<file path="config.mk">
export PLATFORM = sky130hd
export DESIGN_NAME = async_mem_initiator_flat
export DESIGN_NICKNAME = d
export VERILOG_FILES = /design/src/rtl/m6809_mem_pkg.sv /design/src/rtl/async_mem_initiator_if.sv /design/src/rtl/mem_phase_timer.sv /design/src/rtl/async_mem_initiator.sv /design/src/flat_wrapper.sv
export SDC_FILE = /design/constraint.sdc
export NUM_CORES = 1
export LEC_CHECK = 0
export ABC_AREA = 1
export CAP_MARGIN = 20
export CORE_AREA = 2 2 84 78
export CTS_CLUSTER_SIZE = 20
export DETAILED_ROUTE_END_ITERATION = 16
export DIE_AREA = 0 0 86 80
export PLACE_DENSITY = 0.72
export RECOVER_POWER = 100
export SETUP_SLACK_MARGIN = 0.15
export SLEW_MARGIN = 10
export SYNTH_ARGS = -nofsm -noshare
export SYNTH_HDL_FRONTEND = slang
export SYNTH_SLANG_ARGS = --single-unit
</file>
<file path="constraint.sdc">
create_clock -name clk -period 2.81 [get_ports clk]
set_input_delay 0.4215 -clock clk [delete_from_list [all_inputs] [get_ports clk]]
set_output_delay 0.4215 -clock clk [all_outputs]
set_load 0.05 [all_outputs]
</file>
<file path="src/rtl/m6809_mem_pkg.sv">
// Shared encodings and sizing helpers for the async memory bus initiator.
// The phase counter is sized to the longest of the setup/access/hold phases.
package m6809_mem_pkg;

    typedef enum logic [1:0] {
        IDLE   = 2'd0,
        SETUP  = 2'd1,
        ACCESS = 2'd2,
        HOLD   = 2'd3
    } state_t;

    localparam int DEF_T_SETUP  = 1;
    localparam int DEF_T_ACCESS = 2;
    localparam int DEF_T_HOLD   = 1;

    function automatic int phase_cnt_w(input int ts, input int ta, input int th);
        int m;
        m = ts;
        if (ta > m) m = ta;
        if (th > m) m = th;
        return (m < 1) ? 1 : $clog2(m + 1);
    endfunction

    localparam int PHASE_CW = phase_cnt_w(DEF_T_SETUP, DEF_T_ACCESS, DEF_T_HOLD);

endpackage

</file>
<file path="src/rtl/async_mem_initiator_if.sv">
// Request/response and external memory bus signals of the initiator.
// master = the initiator itself, slave = CPU port plus memory device side.
interface async_mem_initiator_if #(
    parameter int AW = 16,
    parameter int DW = 8
);
    logic          req_valid;
    logic          req_ready;
    logic          req_we;
    logic [AW-1:0] req_addr;
    logic [DW-1:0] req_wdata;
    logic          rsp_valid;
    logic [DW-1:0] rsp_rdata;
    logic          mem_sel;
    logic [AW-1:0] mem_a;
    logic          mem_rd;
    logic          mem_wr;
    logic [DW-1:0] mem_dout;
    logic [DW-1:0] mem_din;
    logic          mem_wait;

    modport master (
        input  req_valid, req_we, req_addr, req_wdata, mem_din, mem_wait,
        output req_ready, rsp_valid, rsp_rdata, mem_sel, mem_a, mem_rd, mem_wr, mem_dout
    );

    modport slave (
        output req_valid, req_we, req_addr, req_wdata, mem_din, mem_wait,
        input  req_ready, rsp_valid, rsp_rdata, mem_sel, mem_a, mem_rd, mem_wr, mem_dout
    );
endinterface

</file>
<file path="src/rtl/mem_phase_timer.sv">
// Loadable phase down-counter; done is high while the current phase is in its last cycle.
// The count freezes at 1 while wait_gate is high, stretching the final access cycle.
module mem_phase_timer #(
    parameter int CW = 2
) (
    input  logic          clk,
    input  logic          rst,
    input  logic          load,
    input  logic [CW-1:0] load_val,
    input  logic          wait_gate,
    output logic          done
);
    logic [CW-1:0] cnt;

    assign done = (cnt == CW'(1));

    always_ff @(posedge clk or posedge rst) begin
        if (rst) begin
            cnt <= '0;
        end else if (load) begin
            cnt <= load_val;
        end else if (!(done && wait_gate) && cnt != '0) begin
            cnt <= cnt - CW'(1);
        end
    end
endmodule

</file>
<file path="src/rtl/async_mem_initiator.sv">
// Turns single-beat CPU requests into setup/access/hold cycles on the async memory bus.
// Response pulses T_SETUP+T_ACCESS+T_HOLD+1 cycles after accept (+ wait cycles); one request in flight.
module async_mem_initiator
    import m6809_mem_pkg::*;
#(
    parameter int AW       = 16,
    parameter int DW       = 8,
    parameter int T_SETUP  = DEF_T_SETUP,
    parameter int T_ACCESS = DEF_T_ACCESS,
    parameter int T_HOLD   = DEF_T_HOLD
) (
    input  logic                   clk,
    input  logic                   rst,
    async_mem_initiator_if.master  bus
);
    localparam int CW = phase_cnt_w(T_SETUP, T_ACCESS, T_HOLD);

    if (T_ACCESS < 1) begin : g_bad_t_access
        $error("async_mem_initiator: T_ACCESS must be at least 1");
    end

    state_t        state_q, state_nxt;
    logic          we_q, we_nxt;
    logic [AW-1:0] addr_q, addr_nxt;
    logic [DW-1:0] wdata_q, wdata_nxt;
    logic [DW-1:0] rdata_nxt;
    logic          rsp_nxt;
    logic          tmr_load, tmr_done;
    logic [CW-1:0] tmr_val;

    mem_phase_timer #(.CW(CW)) u_timer (
        .clk       (clk),
        .rst       (rst),
        .load      (tmr_load),
        .load_val  (tmr_val),
        .wait_gate ((state_q == ACCESS) && bus.mem_wait),
        .done      (tmr_done)
    );

    always_comb begin
        state_nxt = state_q;
        we_nxt    = we_q;
        addr_nxt  = addr_q;
        wdata_nxt = wdata_q;
        rdata_nxt = bus.rsp_rdata;
        rsp_nxt   = 1'b0;
        tmr_load  = 1'b0;
        tmr_val   = '0;
        case (state_q)
            IDLE: begin
                if (bus.req_valid && bus.req_ready) begin
                    we_nxt    = bus.req_we;
                    addr_nxt  = bus.req_addr;
                    wdata_nxt = bus.req_wdata;
                    tmr_load  = 1'b1;
                    if (T_SETUP > 0) begin
                        state_nxt = SETUP;
                        tmr_val   = CW'(T_SETUP);
                    end else begin
                        state_nxt = ACCESS;
                        tmr_val   = CW'(T_ACCESS);
                    end
                end
            end
            SETUP: begin
                if (tmr_done) begin
                    state_nxt = ACCESS;
                    tmr_load  = 1'b1;
                    tmr_val   = CW'(T_ACCESS);
                end
            end
            ACCESS: begin
                // mem_wait only matters in the last access cycle
                if (tmr_done && !bus.mem_wait) begin
                    if (!we_q) rdata_nxt = bus.mem_din;
                    if (T_HOLD > 0) begin
                        state_nxt = HOLD;
                        tmr_load  = 1'b1;
                        tmr_val   = CW'(T_HOLD);
                    end else begin
                        state_nxt = IDLE;
                        rsp_nxt   = 1'b1;
                    end
                end
            end
            HOLD: begin
                if (tmr_done) begin
                    state_nxt = IDLE;
                    rsp_nxt   = 1'b1;
                end
            end
            default: state_nxt = IDLE;
        endcase
    end

    // Bus outputs are registered from the next state so they change cleanly on the edge.
    always_ff @(posedge clk or posedge rst) begin
        if (rst) begin
            state_q       <= IDLE;
            we_q          <= 1'b0;
            addr_q        <= '0;
            wdata_q       <= '0;
            bus.req_ready <= 1'b0;
            bus.rsp_valid <= 1'b0;
            bus.rsp_rdata <= '0;
            bus.mem_sel   <= 1'b0;
            bus.mem_a     <= '0;
            bus.mem_rd    <= 1'b0;
            bus.mem_wr    <= 1'b0;
            bus.mem_dout  <= '0;
        end else begin
            state_q       <= state_nxt;
            we_q          <= we_nxt;
            addr_q        <= addr_nxt;
            wdata_q       <= wdata_nxt;
            bus.req_ready <= (state_nxt == IDLE);
            bus.rsp_valid <= rsp_nxt;
            bus.rsp_rdata <= rdata_nxt;
            bus.mem_sel   <= (state_nxt != IDLE);
            bus.mem_a     <= (state_nxt != IDLE) ? addr_nxt : '0;
            bus.mem_rd    <= (state_nxt == ACCESS) && !we_nxt;
            bus.mem_wr    <= (state_nxt == ACCESS) && we_nxt;
            bus.mem_dout  <= (state_nxt != IDLE && we_nxt) ? wdata_nxt : '0;
        end
    end
endmodule

</file>
<file path="src/flat_wrapper.sv">
// flat-port wrapper written by rule: the top's interface ports become plain ports
module async_mem_initiator_flat import m6809_mem_pkg::*;
#(
    parameter int AW       = 16,
    parameter int DW       = 8,
    parameter int T_SETUP  = DEF_T_SETUP,
    parameter int T_ACCESS = DEF_T_ACCESS,
    parameter int T_HOLD   = DEF_T_HOLD
)
  (clk, rst, bus_req_valid, bus_req_we, bus_req_addr, bus_req_wdata, bus_mem_din, bus_mem_wait, bus_req_ready, bus_rsp_valid, bus_rsp_rdata, bus_mem_sel, bus_mem_a, bus_mem_rd, bus_mem_wr, bus_mem_dout);
  async_mem_initiator_if #(.AW(AW), .DW(DW)) bus_i ();
  input  logic clk;
  input  logic rst;
  input wire logic [$bits(bus_i.req_valid)-1:0] bus_req_valid;
  input wire logic [$bits(bus_i.req_we)-1:0] bus_req_we;
  input wire logic [$bits(bus_i.req_addr)-1:0] bus_req_addr;
  input wire logic [$bits(bus_i.req_wdata)-1:0] bus_req_wdata;
  input wire logic [$bits(bus_i.mem_din)-1:0] bus_mem_din;
  input wire logic [$bits(bus_i.mem_wait)-1:0] bus_mem_wait;
  output wire logic [$bits(bus_i.req_ready)-1:0] bus_req_ready;
  output wire logic [$bits(bus_i.rsp_valid)-1:0] bus_rsp_valid;
  output wire logic [$bits(bus_i.rsp_rdata)-1:0] bus_rsp_rdata;
  output wire logic [$bits(bus_i.mem_sel)-1:0] bus_mem_sel;
  output wire logic [$bits(bus_i.mem_a)-1:0] bus_mem_a;
  output wire logic [$bits(bus_i.mem_rd)-1:0] bus_mem_rd;
  output wire logic [$bits(bus_i.mem_wr)-1:0] bus_mem_wr;
  output wire logic [$bits(bus_i.mem_dout)-1:0] bus_mem_dout;
  assign bus_i.req_valid = bus_req_valid;
  assign bus_i.req_we = bus_req_we;
  assign bus_i.req_addr = bus_req_addr;
  assign bus_i.req_wdata = bus_req_wdata;
  assign bus_i.mem_din = bus_mem_din;
  assign bus_i.mem_wait = bus_mem_wait;
  assign bus_req_ready = bus_i.req_ready;
  assign bus_rsp_valid = bus_i.rsp_valid;
  assign bus_rsp_rdata = bus_i.rsp_rdata;
  assign bus_mem_sel = bus_i.mem_sel;
  assign bus_mem_a = bus_i.mem_a;
  assign bus_mem_rd = bus_i.mem_rd;
  assign bus_mem_wr = bus_i.mem_wr;
  assign bus_mem_dout = bus_i.mem_dout;
  async_mem_initiator #(.AW(AW), .DW(DW), .T_SETUP(T_SETUP), .T_ACCESS(T_ACCESS), .T_HOLD(T_HOLD)) u_core (.clk(clk), .rst(rst), .bus(bus_i));
endmodule
</file>
Word-level counts from Yosys, hierarchy flattened
Cells that the tools add are included.
- muxes and demuxes: 24
- reduce and logical (&&, ||, !) cells: 17
- multipliers: 0
- shifts and indexed selects: 0
- divide/modulo/power cells: 0
- equality and inequality tests: 5
- order comparisons: 0
- $add $sub $neg: 1
- bitwise operators: 1
- operators by type and width (operator ; count):
    2-to-1 mux 16 bit ; 3
    2-to-1 mux 8 bit ; 3
    2-to-1 mux 2 bit ; 7
    logical AND 1 bit ; 8
    2-to-1 mux 1 bit ; 8
    case mux 2 bit (4 select lines) ; 1
    equality test 2 bit, second input constant ; 3
    case mux 2 bit (3 select lines) ; 1
    nonzero test 2 bit ; 3
    equality test 2 x 1 -> 1 bit, second input constant ; 2
    logical NOT 2 bit ; 2
    logical NOT 1 bit ; 3
    case mux 1 bit (3 select lines) ; 1
    AND reduction 3 bit ; 1
    subtractor 2 x 1 -> 2 bit, second input constant ; 1
    NOT 1 bit ; 1
- RAM bits: 0
- register bits: 66
- bits of input ports: 37
- output and inout port bits: 37
- bits in latches: 0
- word-level logic and storage cells: 61
- bits in read-only memories: 0
- memories: 0

Depth between registers and ports, before layout
- depth after elaboration: 7
- depth in mapped cells: 9

By module
A second synthesis with hierarchy kept.
- cells, all modules: 247
- area, all modules: 2591.2 um2
- modules (own cells, without submodules) (module ; cells an instance ; times used ; area each (um2) ; sequential area each (um2)):
    async_mem_initiator ; 225 ; 1 ; 2443.6 ; 1601.5
    mem_phase_timer ; 22 ; 1 ; 147.6 ; 50.0

Worst setup path after synthesis
Ideal clock, no wire load.
- kind: register to register
- from: reg u_core.bus.req_ready
- to: reg u_core.bus.mem_dout[3]
- slack: 1.305 ns
- period minus slack after synthesis: 1.505 ns
- arrival: 1.380 ns
- cell stages (with the launch flop): 7
- library setup time: 0.124 ns
- cell sequence: dfrtp_1 > nand2_1 > inv_1 > nand2_2 > clkbuf_2 > o21ai_1 > nor2_1
- longest elaborated chain between the ends: 6
- elaborated cells on any way between the ends: 10
- classes of those cells: mux (7); reduce/logical (3)
- ends and longest elaborated chain (what ; line ; RTL):
    start: declaration ; async_mem_initiator_if.sv:24 ; output req_ready, rsp_valid, rsp_rdata, mem_sel, mem_a, mem_rd, mem_wr, mem_dout
    start signal: assignment ; async_mem_initiator.sv:116 ; bus.req_ready <= (state_nxt == IDLE);
    logical AND 1 bit * ; async_mem_initiator.sv:51 ; if (bus.req_valid && bus.req_ready) begin
    2-to-1 mux 2 bit ; async_mem_initiator.sv:51 ;
    case mux 2 bit (4 select lines) ; async_mem_initiator.sv:49 ; case (state_q)
    nonzero test 2 bit ; async_mem_initiator.sv:123 ; bus.mem_dout <= (state_nxt != IDLE && we_nxt) ? wdata_nxt : '0;
    logical AND 1 bit ; async_mem_initiator.sv:123 ;
    2-to-1 mux 8 bit * ; async_mem_initiator.sv:123 ;
    end signal: assignment ; async_mem_initiator.sv:123 ;
    end: declaration ; async_mem_initiator_if.sv:24 ;
Mark *: on every way between the ends. The rest lies on a longest branch, timed or not.
A chain may end at the register's enable or synchronous reset.

Worst setup path in the final report
- from: in bus_req_valid
- to: reg u_core.bus.mem_a[9]
- longest elaborated chain between the ends: 5
- elaborated cells on any way between the ends: 7
- classes of those cells: mux (5); reduce/logical (2)
- ends and longest elaborated chain (what ; line ; RTL):
    start: declaration ; flat_wrapper.sv:14 ; input wire logic [$bits(bus_i.req_valid)-1:0] bus_req_valid;
    logical AND 1 bit ; async_mem_initiator.sv:51 ;
    2-to-1 mux 2 bit ; async_mem_initiator.sv:51 ;
    case mux 2 bit (4 select lines) ; async_mem_initiator.sv:49 ;
    named net u_core.state_nxt[0] ; async_mem_initiator.sv:22 ; state_t state_q, state_nxt;
    nonzero test 2 bit ; async_mem_initiator.sv:120 ; bus.mem_a <= (state_nxt != IDLE) ? addr_nxt : '0;
    2-to-1 mux 16 bit ; async_mem_initiator.sv:120 ;
    end signal: assignment ; async_mem_initiator.sv:120 ;
    end: declaration ; async_mem_initiator_if.sv:24 ;
The timed path passes the listed nets, and every way through them passes these cells.

==> impl_results.md <==
- Status: complete, no violations
- Die Height: 80 µm
- Static leakage: 1.733 nW
- DRT Pass-1 Iters: 4
- Distinct cells, synth: 27
- Mapped Avg Cell Area: 10.85 µm²
- Final Critical Period: 2.151 ns
- Routed Antenna Nets: 0
- Post-Syn Area: 2638 µm²
- Max Slew Vio Count: 0
- DP HPWL: 3633 µm
- Power per cell area: 1348 nW/µm²
- Final clock skew: 0.005567 ns
- Hold Violations, Final: 0
- RSZ-0062 raised after global routing: no
- Die Width: 86 µm
- CTS resizes: 0
- Sequential fraction of the synthesis area: 62.62%
- Die Footprint: 6880 µm²
- Clk buf depth: 2
- Endpoints failing setup: 0
- Clock tree from TritonCTS: yes
- Peak VDD IR: 577.7 µV
- Via count: 1,848
- First-pass GRT wire length: 8790 µm
- CP required: 3.02 ns
- Critical path class: in2reg
- DR vias/cell: 4.620
- Syn nets: 283
- Number of DRC markers in iteration 0: 101
- Inserted Clock Buffers: 9
- Vias in the first global route: 1,831
- Mapped Cells: 243
- Synth Register Bits: 66
- Boundary Pins: 74
- Residual DRC: 0
- Critical path endpoint category: flop
- Synth warnings: 0
- Port Buffers: 73
- GR Util All Layers: 17.14%
- Clk slew on worst S/H paths: 0.07 ns
- Rows: 27
- Tcrit/Tclk final: 76.54%
- Clock Tree Root: clkbuf_8
- CP Max Fanout: 18
- Drt total wl: 5323 µm
- GPL Wtd Cong: 0.8110
- Starting Density: 44.11%
- Pwr Total: 4.798 mW
- Grt ovf: 0
- H-tree depth: 3
- Ant diodes: 0
- Clk_lat worst skew: 0.34 ns
- Max-slew headroom: 27.20%
- CP Data Arrival Time: 2.36 ns
- Largest net degree at the start of global routing: 39
- Nets: 364
- CTS Hold Bufs: 0
- Core footprint: 5979 µm²
- Max Clk Rate: 464.9 MHz
- Actual slew at the worst max-slew pin: 1.091 ns
- Setup TNS: 0 ns
- Area delta synth->final: 34.96%
- Max cap viols: 0
- Ratio of cells with drive above 1 in the final layout: 10.67%
- Clock sink total: 66
- Wirelength per Cell: 13.31 µm
- Setup Buffers After CTS: 0
- Initial antenna violation count: 0
- HP Class: reg2reg
- Startpoint types: input port
[synthesized netlist by cell type]
cell type	count	area share [%]
nor2_2	8	1.9
nor2_1	21	3.0
dfrtp_1	66	63
o21ai_4	2	1.2
nand3_4	1	0.66
buf_4	1	0.28
nor3_1	1	0.19
o21ai_0	4	0.76
nand4_1	1	0.24
nand2_1	27	3.8
nand3_1	14	2.7
o21ai_1	10	1.9
clkinv_1	1	0.14
nand2_4	1	0.43
ha_1	3	1.4
nor2_8	1	0.76
o21ai_2	10	3.3
or2_2	5	1.2
nor2_4	2	0.85
buf_6	2	0.85
buf_12	1	0.76
clkbuf_2	1	0.19
or2_1	12	2.8
inv_1	32	4.6
or2_0	7	1.7
nand2_2	5	1.2
inv_2	4	0.57
[worst paths after layout]
kind,endpoint,slack [ns],from,cells past startpoint
max reg2reg,u_core.bus.mem_a[9]$_DFF_PP0_,0.90,u_core.bus.req_ready$_DFF_PP0_,6
min reg2reg,u_core.bus.rsp_rdata[4]$_DFFE_PP0P_,0.46,u_core.bus.rsp_rdata[4]$_DFFE_PP0P_,2
min,u_core.bus.rsp_rdata[4]$_DFFE_PP0P_,0.46,u_core.bus.rsp_rdata[4]$_DFFE_PP0P_,2
max,u_core.bus.mem_a[9]$_DFF_PP0_,0.66,bus_req_valid,7
min in group asynchronous,u_core.bus.mem_a[15]$_DFF_PP0_,0.80,rst,2
max in group asynchronous,u_core.bus.mem_rd$_DFF_PP0_,1.26,rst,3
[worst max-delay path: stages]
cell	delay (ns)
dlygate4sd3_1	0.54
nand2_1	0.13
inv_1	0.05
nand2_1	0.37
nand3_1	0.37
nor2_8	0.36
nor2_1	0.10
[stage by stage]
step	instances	worst slack (ns)	hold slack (ns)	instance area (µm²)	util [%]
after global placement	385	0.7887	0.4545	3431	57.38
after floorplan	243	0.7337	0.5139	2638	-
after global routing	400	0.4675	0.5065	3560	59.53
after detailed placement	385	0.7651	0.4587	3431	57.38
final	400	0.6591	0.4637	3560	59.53
after CTS	400	0.8399	0.4752	3635	60.79
[power by group]
group / internal, mW / total, mW / switching (mW)
Sequential: 1.41 / 1.57 / 0.158
Clock: 0.476 / 0.804 / 0.327
Combinational: 0.732 / 2.42 / 1.69
Total: 2.62 / 4.80 / 2.18
[registers in the layout, summed over array words and instances (netlist names)]
name	cells
u_core.bus.rsp_valid	1
u_core.bus.mem_a	16
u_core.we_q	1
u_core.wdata_q	8
u_core.bus.mem_rd	1
u_core.state_q	2
u_core.bus.mem_sel	1
u_core.bus.req_ready	1
u_core.addr_q	16
u_core.bus.rsp_rdata	8
u_core.bus.mem_dout	8
u_core.u_timer.cnt	2
u_core.bus.mem_wr	1
[kinds of logic after synthesis]
group	synth area share, %
adders and majority gates	1.423
and+or+nand+nor	21.40
buffers and inverters	7.353
AOI/OAI and AO/OA	7.211
DFF	62.62
[area by class of cell]
class	instances	area, µm²
clock buffer	13	168.9
clock inverter	2	35.03
fill	524	2420
inverter	37	138.9
multi-input combinational	135	720.7
sequential	66	1652
tap	72	90.09
timing repair buffer	75	754.5
[layout by cell type (no fill, tap or decap), types with 2 or more instances in the layout]
master           instances
nand2_1                 32
nor2_2                   5
nand3_1                 15
or2_1                   12
ha_1                     3
o21ai_0                 23
inv_1                   33
inv_2                    3
clkbuf_8                12
nor2_1                  24
or2_0                    7
clkdlybuf4s50_1         34
clkbuf_1                 2
nor2_4                   2
dfrtp_1                 66
dlygate4sd3_1           39
or2_2                    5
o21ai_4                  2
[routing by layer]
layer  track usage, %  up-vias  share of wire, %
met2            23.72       65                44
met4            6.667        0               1.6
met5                0        -                 0
li1                 -      907                 -
met1            23.60      868                46
met3            7.446        8               8.4
Power figures use the tool's default switching activity.
